## src/rtl/ct_readout_regs.sv

```systemverilog
// Ciphertext read-back bank: captures a 128-bit result, serves it as four clear-on-read words.
// Read latency 1 cycle, no backpressure; unread data is zeroed on flush, overrun or timeout scrub.
module ct_readout_regs #(
  parameter int SCRUB_TIMEOUT = 1024,
  parameter int WORD_BASE     = 5
) (
  input  logic         clk_i,
  input  logic         rst_i,
  input  logic         ct_valid_i,
  input  logic [127:0] ct_i,
  input  logic [3:0]   reglk_ctrl_i,
  input  logic         flush_i,
  input  logic         en,
  input  logic         re,
  input  logic [31:0]  address,
  output logic [31:0]  rdata,
  output logic         rvalid,
  output logic [3:0]   ct_full_o,
  output logic         ready_o,
  output logic         lock_err_o,
  output logic         overrun_o,
  output logic         scrub_o
);

  localparam int TW = $clog2(SCRUB_TIMEOUT);
  localparam logic [TW-1:0] TIMER_LAST = TW'(SCRUB_TIMEOUT - 1);

  typedef enum logic [1:0] {EMPTY, HELD, SCRUB} state_t;

  state_t        state_q, state_d;
  logic [31:0]   ct_q [4];
  logic [3:0]    full_q;
  logic [TW-1:0] timer_q;

  logic          accept, in_range, locked, hit, timeout, capture, read_clr;
  logic [6:0]    off;
  logic [1:0]    k;
  logic [3:0]    full_rd;
  logic          addr_unused;

  assign addr_unused = ^{address[31:9], address[2:0]};

  // WORD_BASE maps to word 3, so the word index is the inverted offset.
  assign off      = {1'b0, address[8:3]} - 7'(WORD_BASE);
  assign in_range = (off < 7'd4);
  assign k        = ~off[1:0];

  always_comb begin
    accept   = en && re;
    locked   = accept && in_range && reglk_ctrl_i[k];
    hit      = accept && in_range && !reglk_ctrl_i[k] && full_q[k];
    timeout  = (state_q == HELD) && (timer_q == TIMER_LAST);
    capture  = ct_valid_i && !flush_i && !timeout;
    read_clr = hit && !flush_i && !timeout && !ct_valid_i;
    full_rd  = full_q & ~(read_clr ? (4'b0001 << k) : 4'b0000);

    state_d = state_q;
    case (state_q)
      EMPTY: if (ct_valid_i) state_d = HELD;
      HELD: begin
        if (timeout)              state_d = SCRUB;
        else if (ct_valid_i)      state_d = HELD;
        else if (full_rd == 4'h0) state_d = EMPTY;
      end
      SCRUB:   state_d = ct_valid_i ? HELD : EMPTY;
      default: state_d = EMPTY;
    endcase
    if (flush_i) state_d = EMPTY;
  end

  always_ff @(posedge clk_i) begin
    if (rst_i) begin
      state_q    <= EMPTY;
      for (int i = 0; i < 4; i++) ct_q[i] <= '0;
      full_q     <= '0;
      timer_q    <= '0;
      rdata      <= '0;
      rvalid     <= 1'b0;
      lock_err_o <= 1'b0;
      overrun_o  <= 1'b0;
      scrub_o    <= 1'b0;
    end else begin
      state_q    <= state_d;
      rvalid     <= accept;
      lock_err_o <= locked;
      // Read data is the pre-edge word; flush and scrub win and return zero.
      rdata      <= (hit && !flush_i && !timeout) ? ct_q[k] : '0;
      overrun_o  <= capture && (state_q == HELD);
      scrub_o    <= timeout && !flush_i;

      if (flush_i || timeout) begin
        for (int i = 0; i < 4; i++) ct_q[i] <= '0;
        full_q  <= '0;
        timer_q <= '0;
      end else if (capture) begin
        for (int i = 0; i < 4; i++) ct_q[i] <= ct_i[32*i +: 32];
        full_q  <= 4'hF;
        timer_q <= '0;
      end else begin
        if (read_clr) begin
          ct_q[k] <= '0;
          full_q  <= full_rd;
        end
        if (state_q == HELD) begin
          if (full_rd == 4'h0)       timer_q <= '0;
          else if (timer_q != '1)    timer_q <= timer_q + 1'b1;
        end
      end
    end
  end

  assign ct_full_o = full_q;
  assign ready_o   = (state_q == EMPTY);

endmodule

```

## config.mk

```make
export PLATFORM = sky130hd
export DESIGN_NAME = ct_readout_regs
export DESIGN_NICKNAME = d
export VERILOG_FILES = /design/src/rtl/ct_readout_regs.sv
export SDC_FILE = /design/constraint.sdc
export NUM_CORES = 1
export LEC_CHECK = 0
export CAP_MARGIN = 5
export CORE_ASPECT_RATIO = 0.6
export CORE_MARGIN = 2
export CORE_UTILIZATION = 45
export CTS_CLUSTER_DIAMETER = 200
export CTS_CLUSTER_SIZE = 10
export DETAILED_ROUTE_END_ITERATION = 6
export GPL_ROUTABILITY_DRIVEN = 0
export PLACE_DENSITY = 0.79
export SLEW_MARGIN = 20
export SYNTH_ARGS = -nofsm -noshare
export SYNTH_HDL_FRONTEND = slang
export SYNTH_SLANG_ARGS = --single-unit
```

## constraint.sdc

```tcl
create_clock -name clk_i -period 11 [get_ports clk_i]
set_input_delay 1.1 -clock clk_i [delete_from_list [all_inputs] [get_ports clk_i]]
set_output_delay 1.1 -clock clk_i [all_outputs]
set_load 0.01 [all_outputs]
```

==> results.tsv, run 1 <==
metric	value	unit
met1_usage	27.9	%
power_frac_seq	50.9	%
hold_path_end	timer_q[1]	
max_freq	0.181	GHz
ys_seq_elements	180	
arrival	5.61	ns
rows	36	
antenna_cells	0	
timing.rr.start	timer_q[0]	
grt.busiest_layer	met2	
die_w	171	µm
synth_cell_type_count	36	
cts.path.max_buffers	2	
cp_max_fo	41	
global_route.usage.met2	31.9	%
critPathLaunchType	input pin	
drc	0	
h-tree-depth	4	
holdPathStages	2	
rsz0062_at_grt	false	
clk_latency	0.41	ns
cts_tree	done	
leakagePower	4.30	nW
fin_nets	856	
utilization	62.4	%
drtIter0Drc	307	
vias	4875	
p_total	0.00150	W
cp.required	11.08	ns
fin_crit	5.53	ns
synthTopCellsByArea	edfxtp_1 (51%), dfxtp_1 (14%), and3_1 (13%), mux4_2 (10%), clkbuf_1 (2.0%)	
clock_skew	0.0122	ns
final_cell_mix	clkdlybuf4s50_1 (182), and3_1 (161), edfxtp_1 (128)	
cts_setup_buffers	0	
syn_inst	514	
final-hold-violation-count	0	
seq_area_frac_synth	65.2	%
synth_edf_count	128	
wl	17.7	mm
grt_max_degree	138	
grt_usage	20.3	%
hpwlAfterDp	11.3	mm
min_path_type	register to register	
cts_made_buffers	17	
p_clk_share	39.9	%
viasPerCell	5.29	
grt-ovfl-total	0	
grt_pass1_vias	5100	
rr_endpoint	ct_q[2][28]	
clkTransAtPathRegs	0.06	ns
portBuffers	184	
powerDensity	148	nW/µm²
outcome	completed	
p_sw_share	21.6	%
antenna_found_initial	1	
ctsHoldBuffers	0	
netlist_area	7500	µm²
ant_nets	0	
setup_viol	0	
design.portCount	211	
core_area	16300	µm²
worst_setup_path_end_kind	register	
area_delta_synth_final	35.4	%
synth_nets	690	
pwr-share-comb	9.2	%
p_sw	0.000324	W
tns	0	ns
reg2reg_depth	8	
async_flop_share	0	%
synth_largest_area_cell	edfxtp_1	
slew_viol_final	0	
yosysTopAreaCellShare	51.3	%
use_met3	5.02	%
drv_cap	0	
ir_drop	99.3	µV
slew_headroom	29.8	%
path_class	input pin to register	
firstDrtPassIters	5	
dieHeight	104	µm
placedInstanceArea	9560	µm²
detail_route.wl_per_cell	19.2	µm
worstMarginPinSlew	1.05	ns
start_util	46.1	%
cts_resized	0	
yosysWarnings	0	
p_int	0.00118	W
hp-start	timer_q[1]	
synth_ff_type	edfxtp_1	
synth.avg_cell_area	14.6	µm²
regToRegSetupSlack	7.45	ns
layout_commonest_cell	clkdlybuf4s50_1	
cts.sinks	180	
grt_pass1_wl	27.2	mm
layout-drive-gt1-share	12.6	%
finalInstanceArea	10100	µm²
die-area	17700	µm²
finalCritPeriodShare	50.2	%
root_buffer	clkbuf_16	
[synth_stat cells, drive strengths merged, types with 2 or more instances]
cell type and instances:
nor4 4, and3 161, nand2 12, ha 6, and2 2, edfxtp 128, nand3 4, nand4 3
mux4 34, xnor2 3, a211oi 8, a21boi 5, buf 6, nor2 14, xor2 7, inv 4
o21ai 4, nor3 3, o31ai 3, clkbuf 39, nand2b 4, dfxtp 52, a221oi 2
[per-stage QoR]
step | hold slack (ns) | std cells | setup slack [ns]
floorplan | 0.470 | 514 | 4.79
global placement | 0.477 | 889 | 5.05
detailed placement | 0.523 | 889 | 4.89
CTS | 0.545 | 921 | 5.34
global route | 0.567 | 921 | 5.06
finish | 0.542 | 921 | 5.47
[power groups by stage]
stage               Clock (W)  Sequential (W)  Combinational (W)
finish               0.000599        0.000763           0.000137
global route         0.000633        0.000766           0.000148
global placement            0        0.000776           0.000134
floorplan                   0        0.000776          0.0000643
detailed placement          0        0.000779           0.000138
CTS                  0.000607        0.000764           0.000138
[registers in the layout, indices dropped and copies added, names as in the netlist]
| name | flops |
|---|---|
| scrub_o | 1 |
| ct_full_o | 4 |
| rvalid | 1 |
| overrun_o | 1 |
| ct_q | 128 |
| rdata | 32 |
| state_q | 2 |
| lock_err_o | 1 |
| timer_q | 10 |
[metal layers]
| metal | part of all wire, % | vias up |
|---|---|---|
| met5 | 0.074 | - |
| met3 | 7.8 | 9 |
| met4 | 0.59 | 2 |
| met2 | 47 | 183 |
| li1 | - | 2319 |
| met1 | 45 | 2362 |
[cells by family after synthesis]
kind of cell | count (synthesis) | share of synthesized area (%)
muxes | 34 | 10.2
and+or+nand+nor | 211 | 17.5
xor gates and xnor gates | 10 | 1.17
adders and majority gates | 6 | 1.00
DFF | 180 | 65.2
buffers and inverters | 49 | 2.52
AOI/OAI and AO/OA | 24 | 2.44
[critical path, cell delays in order]
cell and delay [ns]:
buf_2 0.07, buf_4 0.62, inv_1 0.21, ha_2 1.07
mux4_2 0.43, nand2b_4 0.17, nor3_2 0.11, buf_4 0.36
nand2_1 0.21, o31ai_4 0.73, buf_4 0.44
[how the worst max path moves through the flow]
stage,end,startpoint,depth (start not counted)
detailed placement,ct_q[0][1],address[3],11
CTS,ct_q[0][15],address[3],11
global route,ct_q[0][7],address[3],11
floorplan,ct_q[0][0],address[3],10
finish,ct_q[2][28],address[3],11
global placement,ct_q[2][21],address[3],11
[area by class of cell]
type	count	area, µm²
clock buffer	20	437
clock inverter	12	146
fill	1168	6110
inverter	4	15.0
multi-input combinational	285	2480
sequential	180	4880
tap	228	285
timing repair buffer	192	1890
No activity file was read; power rests on OpenSTA's default activity.
==> run 2: changes to the inputs <==
==> constraint.sdc (replaced) <==
create_clock -name clk_i -period 5.28 [get_ports clk_i]
set_input_delay 0.528 -clock clk_i [delete_from_list [all_inputs] [get_ports clk_i]]
set_output_delay 0.528 -clock clk_i [all_outputs]
set_load 0.01 [all_outputs]
==> results.tsv, run 2 (synthesized netlist as in run 1, its figures left out) <==
metric	value	unit	change
cts_tree	done		
global_route.usage.met2	32.1	%	+0.23 points
portBuffers	184		unchanged
p_total	0.00317	W	+110%
drc	0		unchanged
outcome	completed		
dieHeight	104	µm	unchanged
grt_usage	21.0	%	+0.70 points
powerDensity	310	nW/µm²	+110%
cts_setup_buffers	0		unchanged
use_met3	4.22	%	-0.80 points
cts.sinks	180		unchanged
cts_resized	0		unchanged
start_util	46.1	%	unchanged
nFillCells	1178		+0.86%
fin_nets	861		+0.58%
largest_register	ct_q		
slew_headroom	30.6	%	+0.85 points
min_path_type	register to register		
reg.largest.list	ct_q: 128 flops, rdata: 32 flops, timer_q: 10 flops		
core_area	16300	µm²	unchanged
hold_slack	0.540	ns	-0.00192 ns
slew_viol_final	0		unchanged
layout-drive-gt1-share	13.5	%	+0.91 points
holdPathStages	2		unchanged
firstDrtPassIters	4		-1
worstMarginPinSlew	1.04	ns	-0.0128 ns
die_w	171	µm	unchanged
ant_nets	0		unchanged
cts_made_buffers	17		unchanged
grt_pass1_wl	28.4	mm	+4.4%
drv_cap	0		unchanged
largest_reg_flops	128		unchanged
reg2reg_depth	8		unchanged
antenna_found_initial	0		-1
drtIter0Drc	471		+53%
clk_latency	0.42	ns	about the same
path_class	input pin to register		
arrival	3.66	ns	-1.95 ns
rows	36		unchanged
crit_slowest_cell	o31ai_4		
timing.rr.start	timer_q[0]		
ir_drop	235	µV	+140%
layout_commonest_cell	clkdlybuf4s50_1		
met1_usage	30.5	%	+2.6 points
die-area	17700	µm²	unchanged
grt_max_degree	137		-0.72%
viasPerCell	5.44		+2.7%
clkTransAtPathRegs	0.06	ns	about the same
cp_max_fo	24		-41%
h-tree-depth	4		unchanged
regToRegSetupSlack	2.01	ns	-5.44 ns
grt-ovfl-total	0		unchanged
area_delta_synth_final	36.3	%	
utilization	62.8	%	+0.42 points
antenna_cells	0		unchanged
clock_skew	0.0153	ns	+0.00314 ns
wl	18.1	mm	+2.6%
detail_route.wl_per_cell	19.6	µm	+2.0%
dp_worst_setup_slack	1.26	ns	-3.63 ns
leakagePower	4.33	nW	+0.89%
worst_setup_path_end_kind	register		
grt.busiest_layer	met2		
fin_crit	3.56	ns	
vias	5036		+3.3%
design.portCount	211		unchanged
rsz0062_at_grt	false		
final-hold-violation-count	0		unchanged
critPathLaunchType	input pin		
fin_cells	926		+0.54%
placed_cells	894		+0.56%
max_freq	0.281	GHz	
cts.path.max_buffers	2		unchanged
finalCritPeriodShare	67.4	%	
path_cells	clkdlybuf4s50_1 > inv_1 > ha_2 > mux4_2 > nand2b_4 > nor3_2 > nand2_1 > o31ai_4 > buf_12		
grt_pass1_vias	5248		+2.9%
cpPeakStageDelay	0.62	ns	-0.45 ns
root_buffer	clkbuf_16		
setup_slack	1.72	ns	-3.75 ns
hp-start	timer_q[1]		
ctsHoldBuffers	0		unchanged
rr_endpoint	ct_q[0][19]		
hpwlAfterDp	12.1	mm	+6.2%
setup_viol	0		unchanged
hold_path_end	timer_q[1]		
cp.required	5.38	ns	-5.70 ns
final_cell_mix	clkdlybuf4s50_1 (182), and3_1 (161), edfxtp_1 (128)		
run 2: routing by layer:
metal / up-vias / part of all wire, %
li1: 2324 / -
met1: 2460 / 45
met2: 232 / 46
met3: 20 / 7.3
met4: 0 / 1.3
met5: - / 0
run 2: cell type report:
class / instances / area (µm²) / area share, %
Timing Repair Buffer: 197 / 1940 / 19.0
Clock inverter: 14 / 174 / 1.70
Inverter: 4 / 15.0 / 0.147
Sequential cell: 180 / 4880 / 47.8
Clock buffer: 18 / 429 / 4.20
Multi-Input combinational cell: 285 / 2480 / 24.3
Tap cell: 228 / 285 / 2.79
run 2: how the worst max path moves through the flow:
stage                     startpoint     endpoint  slack (ns)  cells past startpoint
final                     address[4]  ct_q[0][19]        1.72                      9
after global routing      address[4]  ct_q[0][19]        1.59                      9
after CTS                 address[4]  ct_q[3][30]        1.69                      9
after detailed placement  address[4]  ct_q[3][25]        1.26                      9
after global placement    address[4]  ct_q[0][27]        1.37                      9
after floorplan           address[3]   ct_q[0][0]       -0.35                     10
run 2: where the power goes:
part	switching [W]	leakage, nW	total, W	internal, W
combinational	0.000121	2.16	0.000291	0.000170
clock	0.000538	0.284	0.00129	0.000751
sequential	0.0000177	1.89	0.00159	0.00157
total	0.000677	4.33	0.00317	0.00249
run 2: through the flow:
step	cell area, µm²	TNS [ns]
2_1_floorplan	7500	-22.68
3_3_place_gp	9610	0
3_5_place_dp	9610	0
4_1_cts	10200	0
5_1_grt	10200	0
6_report	10200	0
run 2: critical path, delay by kind of cell:
family	cells	cell delay, ns
AOI/OAI and AO/OA	1	0.62
buffers and inverters	3	0.93
adders and majority gates	1	0.37
and+or+nand+nor	3	0.88
muxes	1	0.31
==> run 3: changes to the inputs <==
==> constraint.sdc (replaced) <==
create_clock -name clk_i -period 3.5 [get_ports clk_i]
set_input_delay 0.35 -clock clk_i [delete_from_list [all_inputs] [get_ports clk_i]]
set_output_delay 0.35 -clock clk_i [all_outputs]
set_load 0.01 [all_outputs]
==> results.tsv, run 3 (synthesized netlist as in run 1, its figures left out) <==
metric	value	unit	change
grt_max_degree	86		-37%
ctsHoldBuffers	0		unchanged
finalCritPeriodShare	85.5	%	
regToRegSetupSlack	0.91	ns	-1.10 ns
largest_register	ct_q		
leakagePower	4.36	nW	+0.56%
viasPerCell	5.46		+0.43%
outcome	completed		
clkTransAtPathRegs	0.07	ns	about the same
largest_reg_flops	128		unchanged
fin_nets	866		+0.58%
arrival	3.23	ns	-0.43 ns
reg.largest.list	ct_q: 128 flops, rdata: 32 flops, timer_q: 10 flops		
fin_crit	2.99	ns	
start_util	46.1	%	unchanged
powerDensity	465	nW/µm²	+50%
drc	0		unchanged
worst_setup_path_end_kind	register		
area_delta_synth_final	36.8	%	
min_path_type	input pin to register		
ant_nets	0		unchanged
root_buffer	clkbuf_16		
cp_max_fo	10		-58%
cts_made_buffers	17		unchanged
clock_skew	0.0126	ns	-0.00270 ns
layout-drive-gt1-share	14.1	%	+0.62 points
core_area	16300	µm²	unchanged
cts_tree	done		
antenna_found_initial	1		+1
drv_cap	0		unchanged
rows	36		unchanged
worstMarginPinSlew	0.914	ns	-0.127 ns
final-hold-violation-count	0		unchanged
cts.sinks	180		unchanged
cts.path.max_buffers	2		unchanged
rsz0062_at_grt	false		
vias	5085		+0.97%
hold_slack	0.500	ns	-0.0395 ns
die-area	17700	µm²	unchanged
cp.required	3.73	ns	-1.65 ns
grt-ovfl-total	0		unchanged
dieHeight	104	µm	unchanged
setup_viol	0		unchanged
nFillCells	1174		-0.34%
wl	18.0	mm	-0.45%
grt_usage	21.2	%	+0.19 points
portBuffers	184		unchanged
hpwlAfterDp	12.0	mm	-0.79%
cts_setup_buffers	0		unchanged
cts_resized	0		unchanged
path_class	input pin to register		
fin_cells	931		+0.54%
grt_pass1_vias	5310		+1.2%
h-tree-depth	4		unchanged
grt_pass1_wl	28.6	mm	+0.56%
final-seq-area	4880	µm²	unchanged
design.portCount	211		unchanged
ir_drop	342	µV	+46%
utilization	63.1	%	+0.25 points
die_w	171	µm	unchanged
multi_input_area	2490	µm²	+0.25%
placed_cells	899		+0.56%
final_cell_mix	clkdlybuf4s50_1 (182), and3_1 (161), edfxtp_1 (128)		
max_freq	0.334	GHz	
clk_latency	0.42	ns	about the same
tns	0	ns	unchanged
antenna_cells	0		unchanged
firstDrtPassIters	5		+1
drtIter0Drc	434		-7.9%
detail_route.wl_per_cell	19.4	µm	-0.98%
critPathLaunchType	input pin		
slew_headroom	38.9	%	+8.3 points
slew_viol_final	0		unchanged
layout_commonest_cell	clkdlybuf4s50_1		
==> run 3: cell types whose count changed in the layout (fill, tap and decap cells not counted) <==
cell,change
clkinv_2,-2
clkinv_8,+1
buf_4,+5
inv_8,+2
clkinvlp_4,+1
nor3_2,-1
clkinv_4,+1
bufinv_16,-1
inv_6,-2
nor3_4,+1
==> run 3: metal layers <==
layer | GRT usage, % | wire length, µm | up-vias | part of all wire [%]
met1 | 29.3 | 8190 | 2514 | 45
met5 | 0 | 13 | - | 0.072
met3 | 5.02 | 1200 | 32 | 6.7
met2 | 32.8 | 8300 | 208 | 46
li1 | - | - | 2329 | -
met4 | 7.63 | 316 | 2 | 1.8
==> run 3: final cells by class <==
cell class	count	area share, %
clock buffer	18	4.18
clock inverter	14	1.67
inverter	4	0.146
multi-input combinational	285	24.3
sequential	180	47.6
tap	228	2.78
timing repair buffer	202	19.3
==> run 3: path summary, 6_finish.rpt <==
path,start,endpoint,cells after the start
min reg2reg,timer_q[1],timer_q[1],2
max reg2reg,timer_q[0],ct_q[0][20],9
max,address[4],timer_q[1],9
min,re,rvalid,3
==> run 3: power by group <==
| part | switching [W] | leakage [nW] | internal [W] |
|---|---|---|---|
| clock | 0.000846 | 0.276 | 0.00108 |
| sequential | 0.0000281 | 1.89 | 0.00237 |
| combinational | 0.000184 | 2.19 | 0.000258 |
| total | 0.00106 | 4.36 | 0.00371 |
==> run 3: critical path: stages <==
cell	delay [ns]
clkdlybuf4s50_1	0.55
inv_1	0.11
ha_2	0.39
mux4_2	0.32
nand2b_4	0.18
nor4_4	0.35
a21boi_1	0.23
nor4_4	0.56
a221oi_1	0.19
==> run 3: metrics by stage <==
stage	worst slack (ns)	total power (W)	area [µm²]
global placement	0.222	0.00287	9660
finish	0.507	0.00477	10300
global route	0.358	0.00492	10300
CTS	0.536	0.00480	10300
floorplan	0.0531	0.00265	7550
detailed placement	0.132	0.00289	9660
